## config.mk

```make
export PLATFORM = sky130hd
export DESIGN_NAME = if_id_stage_buf
export DESIGN_NICKNAME = d
export VERILOG_FILES = /design/src/rtl/if_id_stage_buf_pkg.sv /design/src/rtl/if_id_stage_buf_mem.sv /design/src/rtl/if_id_stage_buf.sv
export SDC_FILE = /design/constraint.sdc
export NUM_CORES = 1
export LEC_CHECK = 0
export ABC_AREA = 0
export CAP_MARGIN = 20
export CORE_MARGIN = 3
export CORE_UTILIZATION = 52
export DETAILED_ROUTE_END_ITERATION = 12
export GPL_ROUTABILITY_DRIVEN = 0
export PLACE_DENSITY = 0.85
export SLEW_MARGIN = 15
export SYNTH_ARGS = -nofsm -noshare
export SYNTH_HDL_FRONTEND = slang
export SYNTH_SLANG_ARGS = --single-unit
```

## constraint.sdc

```tcl
create_clock -name clk -period 20.1 [get_ports clk]
set_clock_uncertainty 0.2 [all_clocks]
set_input_delay 6.03 -clock clk [delete_from_list [all_inputs] [get_ports clk]]
set_output_delay 6.03 -clock clk [all_outputs]
set_load 0.01 [all_outputs]
```

## src/rtl/if_id_stage_buf_pkg.sv

```systemverilog
// Shared IF/ID definitions: the fetch/decode entry layout and the bubble opcode
// that decode sees whenever the buffer is empty.
package structures;

   localparam int INSTR_W_DEF = 32;
   localparam int PC_W_DEF    = 64;

   // A64 NOP, injected as the head instruction while the buffer is empty
   localparam logic [31:0] BUBBLE_INSTR = 32'hD503201F;

   typedef struct packed {
      logic [INSTR_W_DEF-1:0] instr;
      logic [PC_W_DEF-1:0]    pc;
   } if_id_entry_t;

endpackage

```

## src/rtl/if_id_stage_buf_mem.sv

```systemverilog
// Entry storage for the IF/ID elastic buffer: synchronous write, asynchronous read.
// Deliberately unreset; validity is tracked entirely by the occupancy counter.
module stage_buf_mem #(
   parameter int DEPTH  = 2,
   parameter int DATA_W = 96,
   parameter int ADDR_W = $clog2(DEPTH)
) (
   input  logic              clk,
   input  logic              wr_en,
   input  logic [ADDR_W-1:0] wr_addr,
   input  logic [DATA_W-1:0] wr_data,
   input  logic [ADDR_W-1:0] rd_addr,
   output logic [DATA_W-1:0] rd_data
);

   logic [DATA_W-1:0] mem [DEPTH];

   always_ff @(posedge clk) begin
      if (wr_en) mem[wr_addr] <= wr_data;
   end

   assign rd_data = mem[rd_addr];

endmodule

```

## src/rtl/if_id_stage_buf.sv

```systemverilog
// IF/ID elastic buffer: DEPTH-entry circular queue between fetch and decode with
// valid/ready on both sides, flush, and bubble substitution when empty.
module if_id_stage_buf
   import structures::*;
#(
   parameter int INSTR_W = 32,
   parameter int PC_W    = 64,
   parameter int DEPTH   = 2,
   parameter int CNT_W   = $clog2(DEPTH) + 1
) (
   input  logic               clk,
   input  logic               rst,
   input  logic               flush,
   input  logic               in_valid,
   output logic               in_ready,
   input  logic [INSTR_W-1:0] instruction_in,
   input  logic [PC_W-1:0]    pc_in,
   output logic               out_valid,
   input  logic               out_ready,
   output logic [INSTR_W-1:0] instruction_out,
   output logic [PC_W-1:0]    pc_out,
   output logic [CNT_W-1:0]   count
);

   localparam int PTR_W  = $clog2(DEPTH);
   localparam int DATA_W = INSTR_W + PC_W;

   logic [PTR_W-1:0]  rd_ptr;
   logic [PTR_W-1:0]  wr_ptr;
   logic [CNT_W-1:0]  count_q;
   logic              push;
   logic              pop;
   logic [DATA_W-1:0] rd_data;

   // Handshake outputs depend only on registered occupancy, so a full buffer
   // cannot pass an input straight through in the cycle it is popped.
   assign in_ready  = (count_q != CNT_W'(DEPTH));
   assign out_valid = (count_q != '0);
   assign push      = in_valid && in_ready;
   assign pop       = out_valid && out_ready;
   assign count     = count_q;

   always_ff @(posedge clk or negedge rst) begin
      if (!rst) begin
         rd_ptr  <= '0;
         wr_ptr  <= '0;
         count_q <= '0;
      end else if (flush) begin
         rd_ptr  <= '0;
         wr_ptr  <= '0;
         count_q <= '0;
      end else begin
         if (push) wr_ptr <= wr_ptr + PTR_W'(1);
         if (pop)  rd_ptr <= rd_ptr + PTR_W'(1);
         count_q <= count_q + CNT_W'(push) - CNT_W'(pop);
      end
   end

   stage_buf_mem #(
      .DEPTH  (DEPTH),
      .DATA_W (DATA_W),
      .ADDR_W (PTR_W)
   ) u_mem (
      .clk     (clk),
      .wr_en   (push && !flush),
      .wr_addr (wr_ptr),
      .wr_data ({instruction_in, pc_in}),
      .rd_addr (rd_ptr),
      .rd_data (rd_data)
   );

   assign instruction_out = out_valid ? rd_data[DATA_W-1 -: INSTR_W] : INSTR_W'(BUBBLE_INSTR);
   assign pc_out          = out_valid ? rd_data[PC_W-1:0] : '0;

endmodule

```

==> impl_metrics.toml <==
[route]
drc = 0
antenna_left = 0
via_count = 4288
wirelength_microns = 15000
wire_per_inst_microns = 18.2
avgViaCountPerCell = 5.19
drt_iter0_markers = 337
drtPass1Iterations = 4

[timing]
worst_pin_slew_ns = 0.997
tns_ns = 0
setup_ws_ns = 10.63
finalHoldViolations = 0
period_minus_slack_ns = 9.47
setup_viol = 0
post-route-period-util_pct = 47.1
holdWs_ns = 0.490
max_freq_mhz = 106
slew_violations = 0
rsz0062_at_grt = "no"
slew_headroom_pct = 33.4

[power_and_ir_drop]
vdd_drop_max_mv = 0.0778
power_frac_clock_pct = 25.0
leakagePower_nw = 3.40
comb_power_share_pct = 35.2
power_density_nw_per_um2 = 128
p_int_w = 0.000911
p_sw_share_pct = 30.6
power_w = 0.00131
p_sw_w = 0.000401
seq_power_share_pct = 39.7

[clock_tree]
cts_max_path_buffers = 2
worstSkewPairLatency_ns = 0.42
hold_buffers = 0
cts.clk_slew.worst_paths_ns = 0.07
cts.sinks = 196
cts_buffers = 17
cts_tree = "built"
clock-root-buffer = "clkbuf_16"
post_cts_resized = 0
post_cts_buffers = 0
cts-htree-levels = 4

[critical_path]
cp_slowest_cell = "dfrtp_4"
crit_type = "register to output port"
cp_slowest_stage_delay_ns = 0.92
crit_chain = "buf_4, mux2i_1, nor2_1, clkdlybuf4s50_1"
worstSetupEndpointType = "output port"
crit_required_ns = 13.87
critPathBufInv = 2
arrival_ns = 3.24
crit_fanout = 53
crit_family = "buffers and inverters"
startpoint_type = "register"

[die]
initial_core_util_pct = 53.8
pin_count = 201
num_rows = 43
fp.dieH_microns = 127
die_area_sq_um = 16100
core-area_sq_um = 14100
die_w_microns = 127

[synth]
syn-instance-count = 430
synth_area_sq_um = 7590
yosys-top-cells-area = "edfxtp_1 76%, mux2i_1 13%, nor2_1 3.8%"
yosysTopAreaCellShare_pct = 76.0
ys_seq_area_share_pct = 77.3
yosysTopAreaCell = "edfxtp_1"
syn_area_per_cell_sq_um = 17.6
synth_nets = 533
synth_cell_types = 23
yosysWarnings = 0
ys_seq_elements = 196

[global_routing]
grt_max_degree = 63
grt_pass1_vias = 4587
antenna_found_initial = 0
grt_pass1_wl_microns = 23300
grt_usage_pct = 19.1
grt-ovfl-total = 0

[finish]
fin_nets = 737
final_area_sq_um = 10200
antennaDiodeCount = 0
multi_input_area_sq_um = 1490
n_fill_cell = 887
seq_area_sq_um = 5870
area_delta_synth_final_pct = 34.9
drive_gt1_share_pct = 8.66

[min_path]
hold_class = "register to register"

[placed_design]
portBuffers = 200
placed_cell_area_sq_um = 9650
dp_worst_setup_slack_ns = 11.08
dp_hpwl_microns = 10100

[job]
drv_cap = 0

[outcome]
outcome = "complete, no violations"
## placed cells by master (no fill, tap or decap), types with 2 or more instances in the layout
cell,synthesis,final
nor2_2,11,10
nor2_1,76,76
edfxtp_1,192,192
nand2_1,13,13
clkdlybuf4s50_1,0,200
inv_1,2,2
buf_4,6,6
inv_8,0,3
inv_6,0,6
ha_1,2,2
clkinvlp_4,0,2
clkbuf_16,0,17
nor2b_1,2,2
xor2_1,2,2
mux2i_1,96,96
dfrtp_1,4,3
## stage by stage
step / instances / util, %
after floorplan: 430 / -
after global placement: 795 / 68.4
after detailed placement: 795 / 68.4
after CTS: 827 / 72.6
after global routing: 827 / 72.6
final: 827 / 72.6
## cell families after synthesis
logic type,after synthesis,synth area share (%)
buffers and inverters,24,3.20
xor gates and xnor gates,2,0.231
DFF,196,77.3
muxes,97,12.9
AOI/OAI and AO/OA,1,0.0659
and+or+nand+nor,108,5.99
adders and majority gates,2,0.330
## flip-flops by register name (all words and copies together) (netlist names)
| signal | flops |
|---|---|
| wr_ptr | 1 |
| rd_ptr | 1 |
| count | 2 |
| u_mem.mem | 192 |
## power groups by stage
stage / clock network [W] / registers (W) / logic [W]
6_report: 0.000328 / 0.000521 / 0.000462
5_1_grt: 0.000356 / 0.000526 / 0.000497
4_1_cts: 0.000335 / 0.000522 / 0.000470
3_5_place_dp: 0 / 0.000530 / 0.000467
3_3_place_gp: 0 / 0.000528 / 0.000461
2_1_floorplan: 0 / 0.000519 / 0.000274
## synthesized netlist by cell type
cell type,instances
inv_1,2
nor2b_1,2
dfrtp_1,4
ha_1,2
nand2b_2,1
nor3b_1,1
buf_2,2
nand2_1,13
o21ai_1,1
mux2i_1,96
xor2_1,2
mux2_4,1
nand2_2,1
buf_6,9
nor2_2,11
inv_2,1
buf_12,3
buf_4,6
and2_1,1
buf_8,1
nor2_1,76
edfxtp_1,192
nor3_1,2
## layer usage
layer,GRT usage [%],vias up,part of all wire [%]
met5,0,-,0
met4,8.01,0,2.3
met3,5.39,28,6.8
met2,32.3,171,52
met1,23.1,2089,39
li1,-,2000,-
## final cells by class
type,instances,share of cell area [%]
Inverter,3,0.110
Clock buffer,17,4.16
Timing Repair Buffer,206,20.0
Tap cell,180,2.20
Clock inverter,15,1.58
Sequential cell,196,57.4
Multi-Input combinational cell,210,14.6
## worst register-to-register path, cell delays in order, from the launching register on
cell,delay [ns]
dfrtp_4,0.92
buf_4,0.84
xor2_1,0.27
nor2_1,0.06
## worst paths after layout
| kind | cells past startpoint | end | slack, ns | from |
|---|---|---|---|---|
| min in group asynchronous | 1 | count[0] | 5.60 | rst |
| worst max register to register | 3 | rd_ptr | 17.69 | rd_ptr |
| worst max-delay path | 4 | pc_out[16] | 10.63 | rd_ptr |
| worst min-delay path | 2 | wr_ptr | 0.49 | wr_ptr |
| worst min register to register | 2 | wr_ptr | 0.49 | wr_ptr |
| max in group asynchronous | 1 | rd_ptr | 13.92 | rst |
Power figures use the tool's default switching activity.
